**src/rtl/instr_sequencer.sv**
```systemverilog
// instr_sequencer: fetches 13-bit instruction words from a synchronous-read
// program memory, decodes them into op/rd/rs1/rs2, issues each one to the
// downstream ALU with a one-cycle start_cmd pulse and waits for cmd_done.
// Retired flags and a saturating retire count are kept; a watchdog traps a
// missing cmd_done into ERROR.
module instr_sequencer #(
    parameter int PROG_DEPTH = 16,
    parameter int TIMEOUT    = 64,
    localparam int AW        = $clog2(PROG_DEPTH)
) (
    input  logic          clk,
    input  logic          rst,
    input  logic          run,
    input  logic          abort,
    output logic          prog_rd_en,
    output logic [AW-1:0] prog_addr,
    input  logic [12:0]   prog_data,
    output logic          start_cmd,
    output logic [2:0]    op_out,
    output logic [2:0]    rd_out,
    output logic [2:0]    rs1_out,
    output logic [2:0]    rs2_out,
    input  logic          cmd_done,
    input  logic          z_flag_in,
    input  logic          c_flag_in,
    output logic          z_flag_last,
    output logic          c_flag_last,
    output logic [AW-1:0] pc,
    output logic [7:0]    instr_count,
    output logic          busy,
    output logic          halted,
    output logic          error
);

    localparam int WW = $clog2(TIMEOUT);
    localparam logic [WW-1:0] WD_LAST = WW'(TIMEOUT - 1);

    localparam logic [2:0] S_IDLE      = 3'd0;
    localparam logic [2:0] S_FETCH     = 3'd1;
    localparam logic [2:0] S_DECODE    = 3'd2;
    localparam logic [2:0] S_ISSUE     = 3'd3;
    localparam logic [2:0] S_WAIT_DONE = 3'd4;
    localparam logic [2:0] S_HALTED    = 3'd5;
    localparam logic [2:0] S_ERROR     = 3'd6;

    logic [2:0]    state_q, state_d;
    logic [AW-1:0] pc_q, pc_d;
    logic [7:0]    cnt_q, cnt_d;
    logic          z_q, z_d;
    logic          c_q, c_d;
    logic [11:0]   ir_q, ir_d;
    logic [WW-1:0] wd_q, wd_d;

    // Next-state logic: abort overrides everything, then per-state behaviour.
    // NOTE: every *_d gets a default of its *_q first so no path leaves a
    // variable unassigned, which would otherwise infer a latch.
    always_comb begin
        state_d = state_q;
        pc_d    = pc_q;
        cnt_d   = cnt_q;
        z_d     = z_q;
        c_d     = c_q;
        ir_d    = ir_q;
        wd_d    = wd_q;
        if (abort) begin
            state_d = S_IDLE;
        end else begin
            case (state_q)
                S_IDLE, S_HALTED, S_ERROR: begin
                    if (run) begin
                        pc_d    = '0;
                        cnt_d   = '0;
                        z_d     = 1'b0;
                        c_d     = 1'b0;
                        state_d = S_FETCH;
                    end
                end
                S_FETCH: state_d = S_DECODE;
                S_DECODE: begin
                    ir_d    = prog_data[11:0];
                    state_d = prog_data[12] ? S_HALTED : S_ISSUE;
                end
                S_ISSUE: begin
                    wd_d    = '0;
                    state_d = S_WAIT_DONE;
                end
                S_WAIT_DONE: begin
                    // cmd_done on the last watchdog cycle still retires.
                    if (cmd_done) begin
                        z_d     = z_flag_in;
                        c_d     = c_flag_in;
                        cnt_d   = (cnt_q == 8'hFF) ? cnt_q : cnt_q + 8'd1;
                        pc_d    = pc_q + AW'(1);
                        state_d = S_FETCH;
                    end else if (wd_q == WD_LAST) begin
                        state_d = S_ERROR;
                    end else begin
                        wd_d = wd_q + WW'(1);
                    end
                end
                default: state_d = S_IDLE;
            endcase
        end
    end

    // State registers with synchronous reset.
    // NOTE: sequential state uses non-blocking assignments so every flop
    // samples the pre-edge values regardless of statement order.
    always_ff @(posedge clk) begin
        if (rst) begin
            state_q <= S_IDLE;
            pc_q    <= '0;
            cnt_q   <= '0;
            z_q     <= 1'b0;
            c_q     <= 1'b0;
            ir_q    <= '0;
            wd_q    <= '0;
        end else begin
            state_q <= state_d;
            pc_q    <= pc_d;
            cnt_q   <= cnt_d;
            z_q     <= z_d;
            c_q     <= c_d;
            ir_q    <= ir_d;
            wd_q    <= wd_d;
        end
    end

    // Output decode; strobes are gated by abort/rst so they drop in the same
    // cycle the request arrives rather than one edge later.
    always_comb begin
        prog_rd_en  = (state_q == S_FETCH) && !abort && !rst;
        start_cmd   = (state_q == S_ISSUE) && !abort && !rst;
        prog_addr   = pc_q;
        op_out      = ir_q[11:9];
        rd_out      = ir_q[8:6];
        rs1_out     = ir_q[5:3];
        rs2_out     = ir_q[2:0];
        z_flag_last = z_q;
        c_flag_last = c_q;
        pc          = pc_q;
        instr_count = cnt_q;
        busy        = (state_q == S_FETCH) || (state_q == S_DECODE) ||
                      (state_q == S_ISSUE) || (state_q == S_WAIT_DONE);
        halted      = (state_q == S_HALTED);
        error       = (state_q == S_ERROR);
    end

endmodule

```
**config.mk**
```make
export PLATFORM = sky130hd
export DESIGN_NAME = instr_sequencer
export DESIGN_NICKNAME = d
export VERILOG_FILES = /design/src/rtl/instr_sequencer.sv
export SDC_FILE = /design/constraint.sdc
export NUM_CORES = 1
export LEC_CHECK = 0
export CAP_MARGIN = 25
export CORE_MARGIN = 5
export CORE_UTILIZATION = 46
export CTS_CLUSTER_SIZE = 20
export DETAILED_ROUTE_END_ITERATION = 8
export HOLD_SLACK_MARGIN = 0.1
export PLACE_DENSITY = 0.79
export SYNTH_ARGS = -nofsm -noshare
export SYNTH_HDL_FRONTEND = slang
export SYNTH_SLANG_ARGS = --single-unit
export TNS_END_PERCENT = 5
```
**constraint.sdc**
```tcl
create_clock -name clk -period 2.4 [get_ports clk]
set_input_delay 0.36 -clock clk [delete_from_list [all_inputs] [get_ports clk]]
set_output_delay 0.36 -clock clk [all_outputs]
set_load 0.01 [all_outputs]
```
* Yosys cells after proc, flatten, opt, wreduce, memory -nomap -nowiden
Index checks and enable logic that the tools add are counted.
** Cells by class
- $add $sub $neg :: 3
- Equal/unequal tests :: 14
- Muxes and demuxes :: 20
- Bitwise gates (word level) :: 1
- Reductions and logical operators :: 19
** Operator list (count)
- $mux 8 :: 3
- $pmux 8 s2 :: 1
- $pmux 3 s5 :: 1
- $mux 3 :: 4
- $mux 6 :: 2
- $pmux 6 s2 :: 1
- $ne 2x2->1 const B :: 5
- $eq 3x3->1 const B :: 3
- $add 8x1->8 const B :: 1
- $eq 8x8->1 const B :: 1
- $mux 4 :: 2
- $pmux 4 s2 :: 1
- $reduce_and 4->1 :: 2
- $add 6x1->6 const B :: 1
- $eq 3x2->1 const B :: 2
- $eq 6x6->1 const B :: 1
- $reduce_and 5->1 :: 1
- $add 4x1->4 const B :: 1
- $logic_and 1x1->1 :: 4
- $pmux 1 s2 :: 2
- $reduce_and 2->1 :: 2
- $reduce_bool 2->1 :: 2
- $eq 3x1->1 const B :: 1
- $logic_not 3->1 :: 1
- other kinds (7) :: 12
** Storage, ports and cells
- Flip-flop bits (word level) :: 35
- Bits of input ports :: 20
- Output and inout bits :: 35
- Logic and storage cells :: 64

* Longest topological paths before layout
Gate-level depths: netlist (run 1).
- Depth after elaboration :: 4
- Gate-level depth with buffers :: 6

* Least setup slack after synthesis (run 1)
OpenSTA, ideal clock, no wires.
- Path type :: in2out
- Start point :: input abort
- End point :: output prog_rd_en
- Arrival time :: 1415 ps
- Path slack :: 625 ps
- Stages on the path :: 4
- Path buffers :: 2
- Path through :: clkbuf_1 > clkbuf_1 > or2_2 > nor4_1
** On the way
- Longest elaborated chain between the ends :: 3
** Ends and longest elaborated chain
- start: declaration :: line 14 : input logic abort,
- $logic_not 1->1 :: line 132 : prog_rd_en = (state_q == S_FETCH) && !abort && !rst;
- $logic_and 1x1->1 (2 in a row) :: line 132
- end: declaration :: line 15 : output logic prog_rd_en,
No other way between the ends.

* Final worst setup path (run 1)
Same ends and word-level chain as after synthesis.

==> summary.md, run 1 <==
| Metric | Value |
|---|---|
| Critical Path Source Type | input pin |
| GP Congestion | about 0.87 |
| Met1 track demand over resource | a little under a quarter |
| Area growth from synthesis to layout | 36.4% |
| Setup TNS | 0 ns |
| Register area share after synthesis | 39.0% |
| CTS tree | built |
| Arrival @ worst endpoint | ~1.9 ns |
| WP data required | 2.04 ns |
| Worst-path clk slew | 0.07 ns |
| PostCTS Resize Cnt | 0 |
| Mapped Cells | 226 |
| Area after DPL | ~2400 sq um |
| GR Util All Layers | 17.5% |
| Diodes inserted | 0 |
| Final Skew | around 0.0040 ns |
| Share of cells above drive strength 1 | 6.86% |
| DRC Markers | 0 |
| Design area | 2450 sq um |
| Final hold violations | 0 |
| Vias in the first global route | 1590 |
| # Post-CTS Setup Buffers | 0 |
| Asr flop ratio synth | 0% |
| Outcome | completed |
| Crit-path max FO | 4 |
| Fillers | between 300 and 400 |
| Placement row count | 22 |
| DRT Pass-1 Iters | 4 |
| Grt peak-use layer | met2 |
| Largest net degree at the start of global routing | 31 |
| Wirelength per Cell | 13.8 um |
| Mapped cell area | roughly 1800 sq um |
| Worst r2r src | state_q[2] |
| Critical Path Start | abort |
| # H-tree levels | 2 |
| Final setup vio count | 0 |
| First-pass GRT wire length | around 7400 um |
| Yosys top cell by area | dfxtp_1 |
| Hold-fix buffers at CTS | 0 |
| Via count | 1795 |
| Worst ir drop on vdd | roughly 0.30 mV |
| Synthesis-stage register bit count | 35 |
| Clk sinks | 35 |
| Clk buf depth | 2 |
| Total Wirelength | 4480 um |
| Synth top area cells | dfxtp_1 (39%), nand2_1 (7.7%), a21oi_1 (5.6%) |
| Chip Width | 72.5 um |
| Synth top area share | 39.0% |
| Core footprint | 3720 sq um |
| Synth warnings | 0 |
| Netlist cell types | 49 |
| Crit path capture type | output port |
| Hold Crit Class | flop to flop |
| Antenna violations before repair | 0 |
| Initial Util | 48.3% |
| Leakage | 0.768 nW |
| Ys flop type | dfxtp_1 |
| Worst slew pin tran | roughly 0.55 ns |
| I/O Buffers | 54 |
| Root Buffer Master | clkbuf_8 |
| Syn Nets | between 200 and 250 |
| DR iter-0 viols | 109 |
| Dpl hpwl | between 3000 and 4000 um |
| Critical path type | input pin to output port |
| Vias per cell | roughly 5.5 |
| GRT overflow | 0 |
| Hold Crit Start | ir_q[7] |
| Pwr Density | 446 nW/um^2 |
| RSZ-0062 raised after global routing | no |
| Max Transition Viols Final | 0 |
| Commonest non-fill, non-tap cell in the layout | clkdlybuf4s50_1 |
| Post-synth EDFFs | 0 |
| I/O pin count | 55 |
| Met3 Use GR | under 10% |
| Total chip power | 1.09 mW |
| Die Area | 5250 sq um |
| Die Y | 72.5 um |
| Final period utilization | about 94% |
| Clock Latency Late Sink | 0.28 ns |
| TritonCTS Buffers | 5 |
| Fmax | 441 MHz |
| Max Cap Viol | 0 |
| GRT met2 Usage | 28.1% |
| Slew headroom | 63.2% |
| Most frequent cells in the layout | clkdlybuf4s50_1 (54), nand2_1 (37), dfxtp_1 (35), o21ai_0 (20), a21oi_1 (20) |
| Final net count | 300 |
| Synthesized area per cell | 7.94 sq um |
| Minimum clock period | 2.27 ns |
| Post-DRT Antenna Nets | 0 |
==> stage by stage <==
step	instances	hold slack [ns]	setup slack, ns	utilization, %
global placement	318	0.441	0.106	63.6
global route	325	0.472	0.0153	65.9
CTS	325	0.455	0.128	65.9
detailed placement	318	0.446	0.0942	63.6
floorplan	226	0.463	0.625	-
finish	325	0.453	0.133	65.9
==> registers in the layout, indices dropped and copies added (netlist names) <==
register	cells
ir_q	12
instr_count	8
wd_q	6
pc	4
state_q	3
c_flag_last	1
z_flag_last	1
==> per-layer routing <==
layer / share of wire (%) / vias up
li1: - / 916
met1: 45 / 816
met2: 46 / 58
met3: 7.9 / 5
met4: 1.2 / 0
met5: 0 / -
==> cell type report <==
class | count | area [sq um] | area share [%]
Inverter | 10 | 37.5 | 1.53
Timing Repair Buffer | 61 | 593 | 24.2
Tap cell | 48 | 60.1 | 2.45
Multi-Input combinational cell | 164 | 971 | 39.6
Sequential cell | 35 | 701 | 28.6
Clock buffer | 6 | 82.6 | 3.37
Clock inverter | 1 | 5.00 | 0.204
==> critical path: stages <==
cell             delay, ns
clkdlybuf4s50_1       0.44
or2_2                 0.35
nor4_1                0.17
clkdlybuf4s50_1       0.58
==> cell families after synthesis <==
| group | Yosys count | share of synthesized area (%) |
|---|---|---|
| AO/OA/AOI/OAI | 67 | 23.3 |
| buffers and inverters | 27 | 6.90 |
| AND/OR/NAND/NOR | 89 | 25.9 |
| flip-flops | 35 | 39.0 |
| adder cells (fa/ha/maj) | 3 | 2.09 |
| multiplexers | 4 | 2.37 |
| XOR/XNOR | 1 | 0.488 |
==> power by group <==
| group | switching (mW) | internal (mW) |
|---|---|---|
| combinational | 0.0394 | 0.0457 |
| clock | 0.197 | 0.225 |
| sequential | 0.00400 | 0.583 |
==> path summary, 6_finish.rpt <==
kind                                        to  slack (ns)  depth (start not counted)
worst max-delay path                prog_rd_en        0.13                          4
worst min-delay path                   ir_q[7]        0.45                          2
worst max register to register  instr_count[0]        0.31                          5
worst min register to register         ir_q[7]        0.45                          2
==> cells in the mapped netlist (2+ instances only) <==
library cell and n:
nor2_1 6, nand2b_1 3, clkbuf_1 9, nor2b_1 5, a211oi_1 2, buf_2 3, nor4_1 2, dfxtp_1 35
o311ai_0 2, o211ai_1 2, mux2i_1 2, ha_1 3, nor3_1 4, o22ai_1 2, nand3b_1 2, a31oi_1 3
o31a_1 2, inv_1 10, buf_4 5, nand2_1 37, a21oi_1 20, o21ai_0 20, mux2_2 2, or4_1 2
nand3_1 12, a221oi_1 4, nand4_1 2, or3_1 4
Power figures use the tool's default switching activity.
==> inputs of run 2 (changes only) <==
--- a/config.mk
+++ b/config.mk
@@ -12,6 +12,7 @@
 export DETAILED_ROUTE_END_ITERATION = 8
 export HOLD_SLACK_MARGIN = 0.1
 export PLACE_DENSITY = 0.79
+export SLEW_MARGIN = 20
 export SYNTH_ARGS = -nofsm -noshare
 export SYNTH_HDL_FRONTEND = slang
 export SYNTH_SLANG_ARGS = --single-unit
==> results of run 2 <==
Same layout as run 1: the final DEF is identical, and so are final timing and power.
